$ cat config.mk
export PLATFORM = sky130hd
export DESIGN_NAME = rptr_handler_lvl
export DESIGN_NICKNAME = d
export VERILOG_FILES = /design/src/rtl/rptr_handler_lvl.sv
export SDC_FILE = /design/constraint.sdc
export NUM_CORES = 1
export LEC_CHECK = 0
export CAP_MARGIN = 10
export CORE_UTILIZATION = 30
export CTS_BUF_LIST = sky130_fd_sc_hd__clkbuf_16
export CTS_CLUSTER_SIZE = 20
export DETAILED_ROUTE_END_ITERATION = 16
export GPL_TIMING_DRIVEN = 0
export MAX_ROUTING_LAYER = met4
export PLACE_DENSITY = 0.57
export SYNTH_ARGS = -nofsm -noshare
export SYNTH_HDL_FRONTEND = slang
export SYNTH_SLANG_ARGS = --single-unit
$ cat constraint.sdc
create_clock -name i_Rclk -period 3.7 [get_ports i_Rclk]
set_input_delay 0.37 -clock i_Rclk [delete_from_list [all_inputs] [get_ports i_Rclk]]
set_output_delay 0.37 -clock i_Rclk [all_outputs]
set_load 0.01 [all_outputs]
$ cat src/rtl/rptr_handler_lvl.sv
// rtl/rptr_handler_lvl.sv - async FIFO read pointer, level, almost-empty and status flags
// Optional sticky underflow flag enabled by defining RPTR_UNDERFLOW_EN.
module rptr_handler_lvl #(
  parameter int PTR_WIDTH = 3
) (
  input  logic                 i_Rclk,
  input  logic                 i_Rrst_n,
  input  logic                 i_R_en,
  input  logic [PTR_WIDTH:0]   i_g_wptr_sync,
  input  logic [PTR_WIDTH:0]   i_ae_thresh,
  input  logic                 i_clr_err,
  output logic [PTR_WIDTH:0]   o_b_rptr,
  output logic [PTR_WIDTH:0]   o_g_rptr,
  output logic [PTR_WIDTH-1:0] o_raddr,
  output logic                 o_empty,
  output logic                 o_rempty,
  output logic                 o_almost_empty,
  output logic [PTR_WIDTH:0]   o_rlevel,
  output logic                 o_rd_ack,
  output logic                 o_underflow
);

  localparam int PW = PTR_WIDTH + 1;

  logic [PW-1:0] r_b_rptr;
  logic [PW-1:0] r_g_rptr;
  logic [PW-1:0] r_rlevel;
  logic          r_empty;
  logic          r_almost_empty;
  logic          r_rd_ack;

  logic          w_rd_acc;
  logic [PW-1:0] w_b_next;
  logic [PW-1:0] w_g_next;
  logic [PW-1:0] w_wbin;
  logic [PW-1:0] w_lvl_next;
  logic          w_ae_next;

  assign w_rd_acc   = i_R_en & ~r_empty;
  assign w_b_next   = r_b_rptr + PW'(w_rd_acc);
  assign w_g_next   = (w_b_next >> 1) ^ w_b_next;
  assign o_rempty   = (w_g_next == i_g_wptr_sync);
  assign w_lvl_next = w_wbin - w_b_next;
  // Level never exceeds depth, so a threshold >= depth yields 1 naturally.
  assign w_ae_next  = (w_lvl_next <= i_ae_thresh);

  // Gray-to-binary: each bit is the XOR of all Gray bits at or above it.
  always_comb begin
    w_wbin = '0;
    for (int i = 0; i < PW; i++) begin
      w_wbin[i] = ^(i_g_wptr_sync >> i);
    end
  end

  always_ff @(posedge i_Rclk or negedge i_Rrst_n) begin
    if (!i_Rrst_n) begin
      r_b_rptr       <= '0;
      r_g_rptr       <= '0;
      r_rlevel       <= '0;
      r_empty        <= 1'b1;
      r_almost_empty <= 1'b1;
      r_rd_ack       <= 1'b0;
    end else begin
      r_b_rptr       <= w_b_next;
      r_g_rptr       <= w_g_next;
      r_rlevel       <= w_lvl_next;
      r_empty        <= o_rempty;
      r_almost_empty <= w_ae_next;
      r_rd_ack       <= w_rd_acc;
    end
  end

`ifdef RPTR_UNDERFLOW_EN
  logic r_underflow;

  // A new underflow takes priority over a clear in the same cycle.
  always_ff @(posedge i_Rclk or negedge i_Rrst_n) begin
    if (!i_Rrst_n) begin
      r_underflow <= 1'b0;
    end else if (i_R_en & r_empty) begin
      r_underflow <= 1'b1;
    end else if (i_clr_err) begin
      r_underflow <= 1'b0;
    end
  end

  assign o_underflow = r_underflow;
`else
  logic w_unused_clr;

  assign w_unused_clr = i_clr_err;
  assign o_underflow  = 1'b0;
`endif

  assign o_b_rptr       = r_b_rptr;
  assign o_g_rptr       = r_g_rptr;
  assign o_raddr        = r_b_rptr[PTR_WIDTH-1:0];
  assign o_empty        = r_empty;
  assign o_almost_empty = r_almost_empty;
  assign o_rlevel       = r_rlevel;
  assign o_rd_ack       = r_rd_ack;

endmodule

# --- Word level (Yosys, flattened, before mapping) ---
# Cells that the tools add are included.
op_classes:
  bitwise_logic: 3
  reduce_logical: 4
  addsub: 2
  n_eq_ne: 1
  n_lt_le_gt_ge: 1
ops:
  columns: ["cell", "n"]
  rows:
  - ["XOR reduction 4 bit", 4]
  - ["adder 4 x 1 -> 4 bit", 1]
  - ["== test 4 bit", 1]
  - ["less-or-equal comparator 4 bit", 1]
  - ["subtractor 4 bit", 1]
  - ["XOR 3 x 4 -> 4 bit", 1]
  - ["AND 1 bit", 1]
  - ["NOT 1 bit", 1]
totals:
  in_bits: 12
  regBits: 15
  output_inout_bits: 20

# --- Longest topological paths before layout ---
logic_depth:
  depth_word: 5
  ltp_mapped: 11
  mapped_depth_nobuf: 11

# --- Worst setup path after synthesis ---
# OpenSTA, ideal clock, no wires.
synth_timing:
  path_type: "register to register"
  startpoint: "register r_empty, in the netlist o_empty"
  endpoint: "register r_almost_empty, in the netlist o_almost_empty"
  arrival_time_ps: 2579
  n_path_buf: 0
  path_slack_ps: 1043
  setup_time_ps: 79
  stages_incl_launch_ff: 11
  cell_sequence: "dfstp_2 nor2b_1 ha_1 ha_1 fa_1 inv_1 ha_1 nor2b_1 o21a_1 o21a_1 o21ai_0"
synth_between:
  elab_chain_len: 5
synth_rtl:
  columns: ["item", "line", "text"]
  rows:
  - ["start, declared", "28", "logic r_empty;"]
  - ["start signal, assigned", "67", "r_empty <= o_rempty;"]
  - ["NOT 1 bit", "39", "assign w_rd_acc = i_R_en & ~r_empty;"]
  - ["AND 1 bit", "39", null]
  - ["via w_rd_acc", "32", "logic w_rd_acc;"]
  - ["adder 4 x 1 -> 4 bit", "40", "assign w_b_next = r_b_rptr + PW'(w_rd_acc);"]
  - ["via w_b_next[1]", "33", "logic [PW-1:0] w_b_next;"]
  - ["subtractor 4 bit", "43", "assign w_lvl_next = w_wbin - w_b_next;"]
  - ["via w_lvl_next[1]", "36", "logic [PW-1:0] w_lvl_next;"]
  - ["less-or-equal comparator 4 bit", "45", "assign w_ae_next = (w_lvl_next <= i_ae_thresh);"]
  - ["via w_ae_next", "37", "logic w_ae_next;"]
  - ["end signal, assigned", "68", "r_almost_empty <= w_ae_next;"]
  - ["end, declared", "29", "logic r_almost_empty;"]
# The timed path passes the listed nets, and every way through them passes these cells.

# --- Worst setup path after layout ---
layout_timing:
  startpoint: "input i_R_en"
  endpoint: "output o_rempty"
layout_between:
  elab_chain_len: 4
layout_rtl:
  columns: ["item", "line", "text"]
  rows:
  - ["start, declared", "8", "input logic i_R_en,"]
  - ["AND 1 bit", "39", null]
  - ["via w_rd_acc", "32", null]
  - ["adder 4 x 1 -> 4 bit", "40", null]
  - ["XOR 3 x 4 -> 4 bit", "41", "assign w_g_next = (w_b_next >> 1) ^ w_b_next;"]
  - ["== test 4 bit", "42", "assign o_rempty = (w_g_next == i_g_wptr_sync);"]
  - ["end, declared", "16", "output logic o_rempty,"]
# The timed path passes the listed nets, and every way through them passes these cells.

==> flow_summary.ini <==
[layout]
area_growth_pct = 49.7
fill_cells = 250
ff_latch_area_sq_um = 353
num_antenna_cells = 0
multi_input_comb_area_sq_um = 394
drive_above_1_share = 0.117
layout.cells.non_filler = 133
final_nets = 126

[global_route]
global_route.overflow_total = 0
grt_first_pass_wirelength_um = 2280
grtUsageTotal = 0.116
grt_max_degree = 15
grt_pass1_vias = 568
antenna_found_initial = 0

[clocking]
clock_latency_ns = 0.24
cts_root_buf = clkbuf_16
cts_inserted_buffers = 3
clk_pin_slew_ns = 0.04
cts_resized = 0
ctsHtreeMaxLevel = 1
postCtsSetupBuffers = 0
clock-sinks = 14
clockBufferDepth = 2
cts_tree = built
ctsHoldBuffers = 0

[yosys]
ys_types = 23
synth-seq-cells = 14
synth_nets = 92
avgSynthCellArea_sq_um = 11.7
syn_area_sq_um = 818
synthCells = 70
synth-warning-count = 0
seq_area_frac_synth = 0.431

[sta]
period_share = 0.888
setup_tns_ns = 0
fmax_mhz = 304
setup-violations-final = 0
rsz0062_at_grt = no
hold_violations = 0
tightest_slew_ns = 0.579
slew_headroom = 0.613
skew_ns = 0.000787
maxSlewViolCount = 0
period_needed_ns = 3.29

[pwr]
swShare = 0.350
p_per_area_mw_per_mm2 = 1040
intPower_uw = 825
pwr-share-seq = 0.225
power.switching_uw = 444
p_clk_frac = 0.158
p_comb_frac = 0.617
p_leak_nw = 0.563
vdd_drop_max_v = 0.000439

[route]
via_per_inst = 4.26
drt_iter0_markers = 4
drc = 0
firstDrtPassIters = 3
vias = 567
ant_nets = 0
wirelength_um = 1430
routedWlPerCell_um = 10.7

[job]
drv_cap = 0

[worst_setup_path]
worstSetupEndpointType = primary output
cp_data_required_time_ns = 3.33
arrival_ns = 2.92
startpoint_type = primary input
crit_fanout = 4
r2r_slack_ns = 0.88
criticalPathCategory = primary input to primary output

[min_path]
hold_class = primary input to async pin

[die]
die_width_um = 54.2
die_h_um = 54.2
core_area_sq_mm = 0.00252
fp-row-count = 18
io_pins = 32
start_util = 0.324
die-area_sq_mm = 0.00294

[place]
place_hpwl_um = 1200
port-buffer-count = 29
dp.cells = 129
gp_congestion = 0.712

[outcome]
status = finished, final reports clean
==> layer usage <==
layer | vias to the layer above | wire, um | track usage | part of all wire
met2 | 17 | 670 | 0.181 | 0.47
li1 | 282 | - | - | -
met3 | 2 | 60 | 0.0250 | 0.042
met4 | 0 | 22 | 0.0641 | 0.015
met1 | 266 | 675 | 0.139 | 0.47
met5 | - | 0 | - | 0
==> synthesized netlist by cell type <==
master | instances | area share
a21o_1 | 1 | 0.0092
a21oi_1 | 1 | 0.0061
and2_1 | 1 | 0.0077
buf_4 | 5 | 0.046
conb_1 | 1 | 0.0046
dfrtp_1 | 12 | 0.37
dfstp_2 | 2 | 0.064
fa_1 | 1 | 0.024
ha_1 | 9 | 0.14
inv_1 | 9 | 0.041
mux2i_1 | 1 | 0.012
nand2_1 | 2 | 0.0092
nand3_1 | 1 | 0.0061
nand4_1 | 1 | 0.0077
nor2_1 | 1 | 0.0046
nor2b_1 | 2 | 0.015
nor3b_2 | 1 | 0.015
o21a_1 | 2 | 0.018
o21ai_0 | 1 | 0.0061
xnor2_1 | 10 | 0.11
xnor3_1 | 1 | 0.028
xor2_1 | 4 | 0.043
xor2_2 | 1 | 0.020
==> state kept, by name, indices dropped and copies added (netlist names) <==
register / flops
o_almost_empty: 1
o_b_rptr: 4
o_empty: 1
o_g_rptr: 3
o_rd_ack: 1
o_rlevel: 4
==> kinds of logic (layout without fill, tap and decap cells) <==
family                   after synthesis  after routing  share of synthesized area
buffers and inverters                 14             47                     0.0872
other                                  1              1                    0.00458
multiplexers                           1              1                     0.0122
adder cells (fa/ha/maj)               10             10                      0.162
AND/OR/NAND/NOR                        9              9                     0.0657
AO/OA/AOI/OAI                          5              5                     0.0397
XOR/XNOR                              16             16                      0.197
flip-flops                            14             14                      0.431
==> final timing paths <==
check	start	endpoint	cells after the start
max	i_R_en	o_rempty	9
min reg2reg	o_b_rptr[3]	o_b_rptr[3]	1
min in group i_Rclk	o_b_rptr[3]	o_b_rptr[3]	1
max reg2reg	o_empty	o_almost_empty	10
min	i_Rrst_n	o_rd_ack	1
max in group asynchronous	i_Rrst_n	o_g_rptr[2]	1
==> through the flow <==
stage	power (mW)	area, sq um	worst slack (ns)	hold WS [ns]	util
after floorplan	0.788	818	1.04	0.0744	-
after global placement	1.08	1150	0.416	0.568	0.454
after detailed placement	1.09	1150	0.403	0.602	0.454
after CTS	1.29	1220	0.379	0.532	0.486
after global routing	1.39	1220	0.207	0.567	0.486
final	1.27	1220	0.413	0.504	0.486
==> power groups by stage <==
stage                     clock (mW)  sequential [mW]  combinational, mW
after global routing           0.212            0.295              0.880
after global placement             0            0.286              0.790
after detailed placement           0            0.290              0.795
final                          0.200            0.286              0.783
after floorplan                    0            0.319              0.469
after CTS                      0.203            0.289              0.800
==> layout by cell type (no fill, tap or decap), types with 2 or more instances in the layout <==
| cell type | instances |
|---|---|
| xnor2_1 | 10 |
| xor2_1 | 4 |
| dfstp_2 | 2 |
| buf_4 | 5 |
| nor2b_1 | 2 |
| o21a_1 | 2 |
| ha_1 | 9 |
| clkdlybuf4s50_1 | 29 |
| inv_1 | 9 |
| dfrtp_1 | 12 |
| nand2_1 | 2 |
| clkbuf_16 | 3 |
==> cell type report <==
cell class,count,area share
Timing Repair Buffer,29,0.237
Sequential cell,14,0.288
Clock buffer,3,0.0613
Tap cell,30,0.0306
Multi-Input combinational cell,42,0.322
Inverter,9,0.0276
Buffer,5,0.0306
Clock inverter,1,0.00306
==> critical path, stage by stage <==
cell and delay, ns:
clkdlybuf4s50_1 0.39, nor2b_1 0.15, ha_1 0.22, ha_1 0.25, xnor2_1 0.43, xnor2_1 0.19
mux2i_1 0.12, nor3b_2 0.23, clkdlybuf4s50_1 0.57
Note: power is estimated with default switching activity, not from simulation.
